[src/rtl/rx_crc_chk_20b_if.sv]
// Receive word stream into the CRC-10 checker: one 20-bit word per valid
// cycle, with first-payload-word and CRC-word qualifiers.
interface rx_crc_chk_20b_if;
  logic [19:0] data_in;
  logic        data_vld;
  logic        sof;
  logic        eof;

  // Upstream deserializer side drives the stream.
  modport master (output data_in, data_vld, sof, eof);
  // Checker side consumes it.
  modport slave  (input  data_in, data_vld, sof, eof);
endinterface

[src/rtl/rx_crc_chk_20b.sv]
// Receive-side CRC-10 checker for the 20-bit SerDes word stream.
// Accumulates CRC-10 (x^10+x^9+x^5+x^4+x+1, seed 0, no final XOR) over the
// payload words of each frame and compares it against the CRC word that
// ends the frame. Reports one-cycle pass / fail / framing pulses and keeps
// saturating pass and error counters.
module rx_crc_chk_20b #(
  parameter int MAX_WORDS = 64,  // payload words per frame, CRC word excluded
  parameter int CHK_RSVD  = 1,   // 1: CRC word bits [19:10] must be zero
  parameter int CNT_W     = 16   // statistics counter width
) (
  input  logic             clk,
  input  logic             rst_n,
  rx_crc_chk_20b_if.slave  rx,
  input  logic             cnt_clr,
  output logic             crc_ok,
  output logic             crc_err,
  output logic             frm_err,
  output logic [9:0]       crc_calc,
  output logic [CNT_W-1:0] ok_cnt,
  output logic [CNT_W-1:0] err_cnt
);

  localparam int                WCNT_W     = $clog2(MAX_WORDS + 1);
  localparam logic [WCNT_W-1:0] WCNT_MAX   = WCNT_W'(MAX_WORDS);
  localparam logic [WCNT_W-1:0] WCNT_ONE   = WCNT_W'(1);
  localparam logic [9:0]        CRC10_POLY = 10'h233;  // x^10 term implicit
  localparam bit                RSVD_CHK   = (CHK_RSVD != 0);

  typedef enum logic {
    ST_IDLE,
    ST_ACC
  } state_t;

  // 20-bit parallel CRC-10 update, MSB of the word shifted in first.
  // Must stay bit-identical to the TX generator's next-state function;
  // check vector: crc10_d20(10'h000, 20'h00001) == 10'h233.
  function automatic logic [9:0] crc10_d20(input logic [9:0] crc, input logic [19:0] d);
    logic [9:0] c;
    logic       fb;
    // NOTE: blocking assignments here (and in always_comb) because each
    // step reads the value produced by the previous one; state registers
    // below use non-blocking assignments only.
    c = crc;
    for (int i = 19; i >= 0; i--) begin
      fb = c[9] ^ d[i];
      c  = {c[8:0], 1'b0};
      if (fb) c = c ^ CRC10_POLY;
    end
    return c;
  endfunction

  state_t            r_state;
  logic [9:0]        r_crc;
  logic [WCNT_W-1:0] r_wcnt;
  logic              r_crc_ok;
  logic              r_crc_err;
  logic              r_frm_err;
  logic [CNT_W-1:0]  r_ok_cnt;
  logic [CNT_W-1:0]  r_err_cnt;

  state_t            w_state_nxt;
  logic [9:0]        w_crc_nxt;
  logic [WCNT_W-1:0] w_wcnt_nxt;
  logic              w_ok_nxt;
  logic              w_err_nxt;
  logic              w_frm_nxt;
  logic [9:0]        w_crc_seed;
  logic [9:0]        w_crc_step;
  logic              w_rsvd_ok;
  logic              w_crc_match;

  // CRC of a fresh first word, and CRC of the running frame plus this word.
  assign w_crc_seed  = crc10_d20(10'h000, rx.data_in);
  assign w_crc_step  = crc10_d20(r_crc, rx.data_in);
  // The CRC word carries the accumulated payload CRC in [9:0]; the upper
  // field is reserved and optionally required to be zero.
  assign w_rsvd_ok   = !RSVD_CHK || (rx.data_in[19:10] == 10'h000);
  assign w_crc_match = (rx.data_in[9:0] == r_crc) && w_rsvd_ok;

  // Frame state, CRC accumulator, word count and result pulses.
  // NOTE: asynchronous active-low reset; every register here is a plain
  // flop, so all of them are cleared by rst_n.
  always_ff @(posedge clk or negedge rst_n) begin
    if (!rst_n) begin
      r_state   <= ST_IDLE;
      r_crc     <= 10'h000;
      r_wcnt    <= '0;
      r_crc_ok  <= 1'b0;
      r_crc_err <= 1'b0;
      r_frm_err <= 1'b0;
    end else begin
      r_state   <= w_state_nxt;
      r_crc     <= w_crc_nxt;
      r_wcnt    <= w_wcnt_nxt;
      r_crc_ok  <= w_ok_nxt;
      r_crc_err <= w_err_nxt;
      r_frm_err <= w_frm_nxt;
    end
  end

  // Next-state decode: frame start, accumulate, compare, framing aborts.
  always_comb begin
    // NOTE: every output of this block is given a default first so no path
    // leaves one unassigned, which would otherwise infer a latch.
    w_state_nxt = r_state;
    w_crc_nxt   = r_crc;
    w_wcnt_nxt  = r_wcnt;
    w_ok_nxt    = 1'b0;
    w_err_nxt   = 1'b0;
    w_frm_nxt   = 1'b0;

    if (rx.data_vld) begin
      unique case (r_state)
        ST_IDLE: begin
          if (rx.eof) begin
            // CRC word with no payload in front of it (also sof & eof).
            w_frm_nxt = 1'b1;
          end else if (rx.sof) begin
            w_crc_nxt   = w_crc_seed;
            w_wcnt_nxt  = WCNT_ONE;
            w_state_nxt = ST_ACC;
          end
          // Unflagged words outside a frame are dropped.
        end

        ST_ACC: begin
          if (rx.sof) begin
            // New frame start aborts the running one. With eof also set the
            // word is an empty frame: discarded without a second error.
            w_frm_nxt = 1'b1;
            if (rx.eof) begin
              w_crc_nxt   = 10'h000;
              w_wcnt_nxt  = '0;
              w_state_nxt = ST_IDLE;
            end else begin
              w_crc_nxt  = w_crc_seed;
              w_wcnt_nxt = WCNT_ONE;
            end
          end else if (rx.eof) begin
            // Compare against the payload CRC, not one that includes the
            // CRC word itself.
            w_ok_nxt    = w_crc_match;
            w_err_nxt   = !w_crc_match;
            w_crc_nxt   = 10'h000;
            w_wcnt_nxt  = '0;
            w_state_nxt = ST_IDLE;
          end else if (r_wcnt == WCNT_MAX) begin
            // One payload word too many: frame is discarded.
            w_frm_nxt   = 1'b1;
            w_crc_nxt   = 10'h000;
            w_wcnt_nxt  = '0;
            w_state_nxt = ST_IDLE;
          end else begin
            w_crc_nxt  = w_crc_step;
            w_wcnt_nxt = r_wcnt + WCNT_ONE;
          end
        end

        default: begin
          w_state_nxt = ST_IDLE;
        end
      endcase
    end
  end

  // Saturating statistics, driven by the registered result pulses;
  // a clear wins over an increment in the same cycle.
  always_ff @(posedge clk or negedge rst_n) begin
    if (!rst_n) begin
      r_ok_cnt  <= '0;
      r_err_cnt <= '0;
    end else if (cnt_clr) begin
      r_ok_cnt  <= '0;
      r_err_cnt <= '0;
    end else begin
      if (r_crc_ok && !(&r_ok_cnt)) begin
        r_ok_cnt <= r_ok_cnt + 1'b1;
      end
      if ((r_crc_err || r_frm_err) && !(&r_err_cnt)) begin
        r_err_cnt <= r_err_cnt + 1'b1;
      end
    end
  end

  assign crc_ok   = r_crc_ok;
  assign crc_err  = r_crc_err;
  assign frm_err  = r_frm_err;
  assign crc_calc = r_crc;
  assign ok_cnt   = r_ok_cnt;
  assign err_cnt  = r_err_cnt;

  // Result pulses never overlap, and the word count never passes the limit.
  a_pulse_excl: assert property (@(posedge clk) disable iff (!rst_n)
    $onehot0({r_crc_ok, r_crc_err, r_frm_err}));
  a_wcnt_range: assert property (@(posedge clk) disable iff (!rst_n)
    r_wcnt <= WCNT_MAX);

endmodule

[src/flat_wrapper.sv]
// flat-port wrapper written by rule: the top's interface ports become plain ports
module rx_crc_chk_20b_flat 
#(
  parameter int MAX_WORDS = 64,                                               
  parameter int CHK_RSVD  = 1,                                           
  parameter int CNT_W     = 16                              
)
  (clk, rst_n, cnt_clr, crc_ok, crc_err, frm_err, crc_calc, ok_cnt, err_cnt, rx_data_in, rx_data_vld, rx_sof, rx_eof);
  rx_crc_chk_20b_if rx_i ();
  input  logic clk;
  input  logic rst_n;
  input  logic cnt_clr;
  output logic crc_ok;
  output logic crc_err;
  output logic frm_err;
  output logic [9:0] crc_calc;
  output logic [CNT_W-1:0] ok_cnt;
  output logic [CNT_W-1:0] err_cnt;
  input wire logic [$bits(rx_i.data_in)-1:0] rx_data_in;
  input wire logic [$bits(rx_i.data_vld)-1:0] rx_data_vld;
  input wire logic [$bits(rx_i.sof)-1:0] rx_sof;
  input wire logic [$bits(rx_i.eof)-1:0] rx_eof;
  assign rx_i.data_in = rx_data_in;
  assign rx_i.data_vld = rx_data_vld;
  assign rx_i.sof = rx_sof;
  assign rx_i.eof = rx_eof;
  rx_crc_chk_20b #(.MAX_WORDS(MAX_WORDS), .CHK_RSVD(CHK_RSVD), .CNT_W(CNT_W)) u_core (.clk(clk), .rst_n(rst_n), .rx(rx_i), .cnt_clr(cnt_clr), .crc_ok(crc_ok), .crc_err(crc_err), .frm_err(frm_err), .crc_calc(crc_calc), .ok_cnt(ok_cnt), .err_cnt(err_cnt));
endmodule
[config.mk]
export PLATFORM = sky130hd
export DESIGN_NAME = rx_crc_chk_20b_flat
export DESIGN_NICKNAME = d
export VERILOG_FILES = /design/src/rtl/rx_crc_chk_20b_if.sv /design/src/rtl/rx_crc_chk_20b.sv /design/src/flat_wrapper.sv
export SDC_FILE = /design/constraint.sdc
export NUM_CORES = 1
export LEC_CHECK = 0
export BUFFER_PORTS_ARGS = -buffer_cell sky130_fd_sc_hd__buf_2
export CORE_MARGIN = 3
export CORE_UTILIZATION = 56
export DETAILED_ROUTE_END_ITERATION = 16
export HOLD_SLACK_MARGIN = 0.03
export PLACE_DENSITY = 0.84
export SYNTH_ARGS = -nofsm -noshare
export SYNTH_HDL_FRONTEND = slang
export SYNTH_SLANG_ARGS = --single-unit
[constraint.sdc]
create_clock -name clk -period 2.7 [get_ports clk]
set_input_delay 0.54 -clock clk [delete_from_list [all_inputs] [get_ports clk]]
set_output_delay 0.54 -clock clk [all_outputs]
set_load 0.1 [all_outputs]
After elaboration in Yosys (flattened, before gate mapping)
Index checks and enable logic that the tools add are counted.
{"block": "op_classes", "add_sub_neg": 3, "eq_ne": 4, "muxes": 79, "n_bitwise": 79, "reduce_logical": 13}
{"operator": "2-to-1 mux 10 bit", "n": 46}
{"operator": "NOT 5 bit", "n": 39}
{"operator": "2-to-1 mux 16 bit", "n": 4}
{"operator": "bitwise XOR 1 bit", "n": 39}
{"operator": "2-to-1 mux 7 bit", "n": 5}
{"operator": "adder 16 x 1 -> 16 bit, second input constant", "n": 2}
{"operator": "AND reduction 16 bit", "n": 2}
{"operator": "2-to-1 mux 1 bit", "n": 20}
{"operator": "case mux 10 bit (2 select lines)", "n": 1}
{"operator": "case mux 7 bit (2 select lines)", "n": 1}
{"operator": "== test 10 bit", "n": 1}
{"operator": "zero test 10 bit", "n": 1}
{"operator": "adder 7 x 1 -> 7 bit, second input constant", "n": 1}
{"operator": "== test 7 bit, second input constant", "n": 1}
{"operator": "!= test 2 bit, second input constant", "n": 2}
{"operator": "case mux 1 bit (2 select lines)", "n": 2}
{"operator": "nonzero test 2 bit", "n": 2}
{"operator": "logical AND 1 bit", "n": 3}
{"operator": "zero test 1 bit", "n": 3}
{"operator": "AND reduction 3 bit", "n": 1}
{"operator": "logical OR 1 bit", "n": 1}
{"operator": "NOT 1 bit", "n": 1}
{"block": "word_totals", "regBits": 53, "elab_cells": 186}

Depth between registers and ports, before layout
Gate-level depths: netlist of the first run.
{"block": "logic_depth", "word_depth": 44, "depth_mapped": 10}

Worst setup path after synthesis of the first run
Ideal clock, no wire load.
{"block": "synth_timing", "path_type": "register to register", "startpoint": "register u_core.r_crc[8], in the netlist u_core.crc_calc[8]", "endpoint": "register u_core.r_crc[4], in the netlist u_core.crc_calc[4]", "arrival_time_ns": 2.672, "required_time_ns": 2.573, "path_slack_ns": -0.099, "stages_incl_launch_ff": 8, "path_buffers": 0, "period_less_slack_ns": 2.799, "path_cell_list": "dfrtp_1 xnor2_1 xor3_1 xor2_1 xnor3_2 xnor2_1 a221oi_1 nor2_1"}
{"block": "synth_via", "elab_chain_cells": 44}
{"element": "start, declared", "line_no": "rx_crc_chk_20b.sv:53", "text": "logic [9:0] r_crc;"}
{"element": "start signal, assigned", "line_no": "rx_crc_chk_20b.sv:93", "text": "r_crc <= w_crc_nxt;"}
{"element": "NOT 5 bit (no line)"}
{"element": "2-to-1 mux 10 bit (*)", "line_no": "rx_crc_chk_20b.sv:47", "text": "if (fb) c = c ^ CRC10_POLY;"}
{"element": "bitwise XOR 1 bit (*)", "line_no": "rx_crc_chk_20b.sv:45", "text": "fb = c[9] ^ d[i];"}
{"element": "2-to-1 mux 10 bit (*)", "line_no": "rx_crc_chk_20b.sv:47"}
{"element": "bitwise XOR 1 bit", "line_no": "rx_crc_chk_20b.sv:45"}
{"element": "2-to-1 mux 10 bit (*)", "line_no": "rx_crc_chk_20b.sv:47"}
{"element": "bitwise XOR 1 bit", "line_no": "rx_crc_chk_20b.sv:45"}
{"element": "2-to-1 mux 10 bit (*)", "line_no": "rx_crc_chk_20b.sv:47"}
{"element": "[28 not listed]"}
{"element": "bitwise XOR 1 bit", "line_no": "rx_crc_chk_20b.sv:45"}
{"element": "2-to-1 mux 10 bit (*)", "line_no": "rx_crc_chk_20b.sv:47"}
{"element": "bitwise XOR 1 bit", "line_no": "rx_crc_chk_20b.sv:45"}
{"element": "2-to-1 mux 10 bit (*)", "line_no": "rx_crc_chk_20b.sv:47"}
{"element": "2-to-1 mux 10 bit (*)", "line_no": "rx_crc_chk_20b.sv:147", "text": "end else if (r_wcnt == WCNT_MAX) begin"}
{"element": "2-to-1 mux 10 bit (*)", "line_no": "rx_crc_chk_20b.sv:139", "text": "end else if (rx.eof) begin"}
{"element": "2-to-1 mux 10 bit (*)", "line_no": "rx_crc_chk_20b.sv:127", "text": "if (rx.sof) begin"}
{"element": "case mux 10 bit (2 select lines) (*)", "line_no": "rx_crc_chk_20b.sv:113", "text": "unique case (r_state)"}
Mark *: on every way between the ends. The rest lies on a longest branch, timed or not.
A chain may end at the register's enable or synchronous reset.

Worst setup path in the final report of the first run
{"block": "layout_timing", "startpoint": "input port rx_data_in[13]", "endpoint": "register u_core.r_crc[9], in the netlist u_core.crc_calc[9]"}
{"block": "layout_via", "elab_chain_cells": 32}
{"element": "start, declared", "line_no": "flat_wrapper.sv:19", "text": "input wire logic [$bits(rx_i.data_in)-1:0] rx_data_in;"}
{"element": "bitwise XOR 1 bit", "line_no": "rx_crc_chk_20b.sv:45"}
{"element": "2-to-1 mux 10 bit", "line_no": "rx_crc_chk_20b.sv:47"}
{"element": "bitwise XOR 1 bit", "line_no": "rx_crc_chk_20b.sv:45"}
{"element": "2-to-1 mux 10 bit", "line_no": "rx_crc_chk_20b.sv:47"}
{"element": "bitwise XOR 1 bit", "line_no": "rx_crc_chk_20b.sv:45"}
{"element": "2-to-1 mux 10 bit", "line_no": "rx_crc_chk_20b.sv:47"}
{"element": "bitwise XOR 1 bit", "line_no": "rx_crc_chk_20b.sv:45"}
{"element": "2-to-1 mux 10 bit", "line_no": "rx_crc_chk_20b.sv:47"}
{"element": "[16 not listed]"}
{"element": "bitwise XOR 1 bit", "line_no": "rx_crc_chk_20b.sv:45"}
{"element": "2-to-1 mux 10 bit", "line_no": "rx_crc_chk_20b.sv:47"}
{"element": "bitwise XOR 1 bit", "line_no": "rx_crc_chk_20b.sv:45"}
{"element": "2-to-1 mux 10 bit", "line_no": "rx_crc_chk_20b.sv:47"}
{"element": "2-to-1 mux 10 bit", "line_no": "rx_crc_chk_20b.sv:147"}
{"element": "2-to-1 mux 10 bit", "line_no": "rx_crc_chk_20b.sv:139"}
{"element": "2-to-1 mux 10 bit", "line_no": "rx_crc_chk_20b.sv:127"}
{"element": "case mux 10 bit (2 select lines) (*)", "line_no": "rx_crc_chk_20b.sv:113"}
Mark *: on every way between the ends. The rest lies on a longest branch, timed or not. The select of a mux whose other input is x is not followed.

==> out/metrics.csv, run 1 <==
metric;value;unit
rsz0062_at_grt;no;
r2r_slack;460;ps
design.core.area;0.006096;mm²
cts_tree;built;
grt_max_degree;44;
cp.arrival;2600;ps
synth_edf_count;0;
dpl-instance-area;0.004111;mm²
tightestPinTransition;566.1;ps
ys_types;46;
dieWidth;86.30;µm
holdWs;93.97;ps
post-route-min-period;2406;ps
grt_overflow;0;
port_buffers;70;
ir_drop;1.086;mV
layout.nets;490;
drv_slew;0;
stdcell_area;0.004207;mm²
cts_resized;0;
fmax;0.4156;GHz
postSynthNetCount;412;
numCtsBuffers;5;
regArea;0.001328;mm²
stdcell_count;535;
hpwl;6660;µm
crit_fanout;3;
rows;28;
p_int;2.082;mW
diodes;0;
seqPwrFrac;26.0;%
drtIter0Drc;142;
crit_path_end_kind;flop;
ant_nets;0;
setup-violations-final;0;
cts_setup_buffers;0;
drc;0;
clock-root-buffer;clkbuf_8;
multi_input_area;0.002215;mm²
maxCapViolCount;0;
fillers;478;
top_level_ports;71;
synth.avg_cell_area;9.478;µm²
synth_top_area_share;36.73;%
postSynthCellCount;381;
hold_buffers;0;
htreeDepth;2;
synth_area;0.003611;mm²
synth_seq_cells;53;
yosysMostFrequentCell;xnor2_1;
yosys.area.top_type;dfrtp_1;
p_clk_share;11.8;%
dr.pass1.iters;4;
vias;3026;
timing.setup.tns;0;ps
clk_pin_slew;100;ps
dp_cells;527;
die-area;0.007448;mm²
p_comb_share;62.2;%
antenna_found_initial;0;
p_switching;1.846;mW
clock_latency;300;ps
yosysSeqAreaShare;36.73;%
grt_pass1_wl;14300;µm
synthArstFlopShare;100.0;%
vias_per_cell;5.656;
start_kind;input pin;
p_sw_share;46.99;%
synth_ff_type;dfrtp_1;
clock_path_buffers;2;
grt_pass1_vias;2857;
required;2890;ps
routedWlPerCell;16.15;µm
netlist_top_cells_count;xnor2_1, dfrtp_1, xor2_1;
cellLeakagePower;1.897;nW
routed_wl;8642;µm
pwr_density_cell;933.8;mW/mm²
synthTopCellsByArea;dfrtp_1, xnor2_1, xor2_1, nor2_1, o21ai_0;
slew_headroom;62.26;%
skew;8.445;ps
gp_congestion;0.9103;
drive_above_1_share;21.52;%
outcome;complete, no violations;
yosysWarnings;0;
syn2layout_area_growth;16.49;%
die_y;86.30;µm
track_usage;23.97;%
crit_type;in2reg;
hold_viol;0;
start_util;59.24;%
cts.sinks;53;
hp-class;in2async;
period_share;89.12;%
## power by group through the flow
stage | combinational [mW] | sequential [mW] | clock, mW
floorplan | 1.48 | 1.48 | 0
global placement | 2.36 | 1.03 | 0
detailed placement | 2.42 | 1.03 | 0
CTS | 2.44 | 1.02 | 0.476
global route | 2.61 | 1.03 | 0.509
finish | 2.44 | 1.02 | 0.463
## worst paths after layout
check | endpoint | cells after the start | from
min in group clk | u_core.r_state$_DFFE_PN0P_ | 2 | rx_eof
worst max-delay path | u_core.crc_calc[9]$_DFFE_PN0P_ | 9 | rx_data_in[13]
max in group asynchronous | u_core.crc_calc[8]$_DFFE_PN0P_ | 2 | rst_n
worst max register to register | u_core.r_wcnt[5]$_DFFE_PN0P_ | 8 | u_core.r_wcnt[0]$_DFFE_PN0P_
worst min-delay path | u_core.err_cnt[11]$_DFFE_PN0P_ | 1 | rst_n
worst min register to register | u_core.r_wcnt[6]$_DFFE_PN0P_ | 1 | u_core.r_wcnt[6]$_DFFE_PN0P_
## logic make-up after synthesis
family          Yosys count  share of synthesized area [%]
compound gates           53                          9.321
xor+xnor                120                          32.47
fa+ha+maj                 5                          1.733
buf+inv                  19                          2.148
flops                    53                          36.73
mux                       1                         0.2772
simple gates            130                          17.33
## metal layers
metal | wire length, µm | global-route usage, %
met1 | 3700 | 32.50
met2 | 4342 | 41.14
met3 | 515 | 3.992
met4 | 84 | 4.108
met5 | 0 | 0
## sequential cells by signal, indices dropped and copies added, names as in the netlist
signal           cells
u_core.crc_err       1
u_core.err_cnt      16
u_core.r_state       1
u_core.crc_calc     10
u_core.frm_err       1
u_core.crc_ok        1
u_core.ok_cnt       16
u_core.r_wcnt        7
## cell type report
cell class	instances	share of cell area, %
Timing Repair Buffer	80	10.41
Tap cell	75	2.231
Inverter	10	0.8923
Sequential cell	53	31.56
Clock buffer	5	1.636
Multi-Input combinational cell	309	52.65
Clock inverter	3	0.6246
## through the flow
stage	utilization [%]	total power [mW]	worst slack [ps]
final	69.01	3.928	293.8
after global routing	69.01	4.150	174.6
after CTS	69.01	3.933	298.6
after detailed placement	67.45	3.456	-29.14
after global placement	67.45	3.392	24.64
after floorplan	-	2.962	54.83
## worst max-delay path, stage by stage
cell,delay [ps]
buf_2,120
xnor3_1,410
xnor3_2,460
xor2_1,190
xnor3_2,370
buf_4,150
xnor2_1,110
a22oi_1,160
o21ai_1,90
## placed cells by master (no fill, tap or decap), drive strengths merged, types with 2 or more instances in the layout
master    instances
and3              3
nand3            10
clkinvlp          2
nor3              7
inv              11
or3               9
xor2             50
nor4              4
ha                5
a221oi            7
o221ai            2
a31oi             2
nand2            26
and4              2
dfrtp            53
a21oi             9
xnor3             6
clkbuf            5
buf              80
xnor2            63
nand4            13
nor2             49
o21ai            22
Power figures use the tool's default switching activity.
==> run 2, diff against run 1 <==
--- a/config.mk
+++ b/config.mk
@@ -7,10 +7,11 @@
 export LEC_CHECK = 0
 export BUFFER_PORTS_ARGS = -buffer_cell sky130_fd_sc_hd__buf_2
 export CORE_MARGIN = 3
-export CORE_UTILIZATION = 56
+export CORE_UTILIZATION = 50
 export DETAILED_ROUTE_END_ITERATION = 16
+export GPL_TIMING_DRIVEN = 0
 export HOLD_SLACK_MARGIN = 0.03
-export PLACE_DENSITY = 0.84
+export PLACE_DENSITY_LB_ADDON = 0.12
 export SYNTH_ARGS = -nofsm -noshare
 export SYNTH_HDL_FRONTEND = slang
 export SYNTH_SLANG_ARGS = --single-unit
==> constraint.sdc (replaced) <==
create_clock -name clk -period 2.1 [get_ports clk]
set_input_delay 0.42 -clock clk [delete_from_list [all_inputs] [get_ports clk]]
set_output_delay 0.42 -clock clk [all_outputs]
set_load 0.1 [all_outputs]
==> out/metrics.csv, run 2 (same netlist as run 1, synthesis figures left out) <==
metric;value;unit;change
ir_drop;1.064;mV;was 1.086 mV
violations;negative setup slack;;
period_share;102.6;%;
crit_fanout;2;;was 3
grt_pass1_vias;2954;;was 2857
drtIter0Drc;78;;was 142
cts.sinks;53;;unchanged
hold_path_end;u_core.err_cnt[15]$_DFFE_PN0P_;;
hold_viol;0;;unchanged
timing.setup.tns;-106.2;ps;was 0 ps
slew_headroom;20.84;%;was 62.26%
fillers;605;;was 478
cp_slowest_cell;xor3_2;;was xnor3_2
hp-class;in2reg;;was in2async
crit_buf_inv;2;;unchanged
min_delay_path_depth;2;;
crit_type;in2reg;;unchanged
maxCapViolCount;0;;unchanged
htreeDepth;2;;unchanged
clock_latency;310;ps;was 300 ps
holdWs;303.2;ps;was 93.97 ps
die-area;0.008277;mm²;was 0.007448 mm²
vias;2989;;was 3026
rows;30;;was 28
fin_util;65.00;%;was 69.01%
clk_pin_slew;110;ps;was 100 ps
gp_congestion;0.8884;;was 0.9103
final_common_cell;buf_2;;unchanged
start_util;52.28;%;was 59.24%
antenna_found_initial;0;;unchanged
start_kind;input pin;;unchanged
top_level_ports;71;;unchanged
reg2reg_depth;8;;unchanged
fmax;0.4643;GHz;
regArea;0.001396;mm²;was 0.001328 mm²
skew;9.402;ps;was 8.445 ps
pwr_density_cell;1230;mW/mm²;was 933.8 mW/mm²
final_cell_mix;buf_2, xnor2_1, nor2_1;;was buf_2, xnor2_1, dfrtp_1
crit_family;XOR/XNOR gates;;unchanged
cp.arrival;2350;ps;was 2600 ps
required;2300;ps;was 2890 ps
clock_path_buffers;2;;unchanged
crit_chain;buf_8 > xnor3_2 > xor3_2 > xor2_1 > xnor3_2 > buf_4 > xnor2_1 > a22oi_1 > o21ai_1;;was buf_2 > xnor3_1 > xnor3_2 > xor2_1 > xnor3_2 > buf_4 > xnor2_1 > a22oi_1 > o21ai_1
dr.pass1.iters;5;;was 4
diodes;0;;unchanged
drc;0;;unchanged
min_from;cnt_clr;;
cp.depth;9;;unchanged
outcome;finished with violations;;was complete, no violations
r2r_slack;-50;ps;was 460 ps
hpwl;6161;µm;was 6660 µm
dp_cells;544;;was 527
design.core.area;0.006907;mm²;was 0.006096 mm²
cellLeakagePower;1.906;nW;was 1.897 nW
grt_max_degree;54;;was 44
die_y;90.98;µm;was 86.30 µm
multi_input_area;0.002365;mm²;was 0.002215 mm²
stdcell_count;558;;was 535
track_usage;20.86;%;was 23.97%
post-route-min-period;2154;ps;
routedWlPerCell;14.87;µm;was 16.15 µm
crit_path_end_kind;flop;;unchanged
numCtsBuffers;5;;unchanged
cp_common_cell;xnor3_2;;unchanged
setup-violations-final;2;;was 0
r2r_end;u_core.crc_calc[9]$_DFFE_PN0P_;;was u_core.r_wcnt[5]$_DFFE_PN0P_
hold_buffers;0;;unchanged
layout.nets;492;;was 490
vias_per_cell;5.357;;was 5.656
drv_slew;0;;unchanged
post-place-ws;-583.8;ps;was -29.14 ps
regToRegStartpoint;u_core.crc_calc[8]$_DFFE_PN0P_;;was u_core.r_wcnt[0]$_DFFE_PN0P_
clock-root-buffer;clkbuf_8;;unchanged
rsz0062_at_grt;yes;;was no
dieWidth;90.98;µm;was 86.30 µm
routed_wl;8299;µm;was 8642 µm
drive_above_1_share;33.77;%;was 21.52%
port_buffers;67;;was 70
grt_overflow;0;;unchanged
max_stage_delay;440;ps;was 460 ps
ant_nets;0;;unchanged
setup_ws;-53.68;ps;was 293.8 ps
syn2layout_area_growth;24.32;%;was 16.49%
grt_pass1_wl;14170;µm;was 14300 µm
cts_tree;built;;unchanged
tightestPinTransition;1187;ps;was 566.1 ps
==> run 2: how the worst max path moves through the flow <==
stage                                               from                              to  slack [ps]
after global placement                    rx_data_in[13]  u_core.crc_calc[4]$_DFFE_PN0P_        -570
after floorplan           u_core.crc_calc[8]$_DFFE_PN0P_  u_core.crc_calc[4]$_DFFE_PN0P_        -220
final                                      rx_data_in[8]  u_core.crc_calc[9]$_DFFE_PN0P_         -50
after CTS                 u_core.crc_calc[8]$_DFFE_PN0P_  u_core.crc_calc[4]$_DFFE_PN0P_         -70
after global routing      u_core.crc_calc[8]$_DFFE_PN0P_  u_core.crc_calc[9]$_DFFE_PN0P_        -130
after detailed placement                  rx_data_in[13]  u_core.crc_calc[4]$_DFFE_PN0P_        -580
==> run 2: cell type report <==
cell class                      count  area share [%]
Buffer                              9           1.115
Inverter                           10          0.8361
Multi-Input combinational cell    309           52.68
Timing Repair Buffer               73           9.114
Sequential cell                    53           31.10
Tap cell                           96           2.676
Clock inverter                      2          0.8640
Clock buffer                        6           1.616
==> run 2: report_power, final <==
group | switching, mW | leakage, nW | internal (mW) | total, mW
Combinational | 1.91 | 1.20 | 1.55 | 3.46
Sequential | 0.200 | 0.649 | 1.13 | 1.34
Clock | 0.366 | 0.0554 | 0.359 | 0.725
==> run 2: timing repair <==
item                       CTS  global route
resized for setup           18             7
gates cloned                 0             0
setup buffers                5             1
setup endpoints to repair   12            22
pin swaps                    8             4
==> run 2: through the flow <==
step / power [mW] / cell area [µm²]
after floorplan: 3.928 / 3737
after global placement: 4.366 / 4193
after detailed placement: 4.407 / 4193
after CTS: 5.492 / 4451
after global routing: 5.816 / 4489
final: 5.521 / 4489
==> run 2: metal layers <==
metal	wire length, µm	GRT usage, %	vias to the layer above
li1	-	-	1465
met1	3779	27.27	1447
met2	4108	35.44	69
met3	307	3.728	8
met4	104	5.905	0
met5	0	0	-
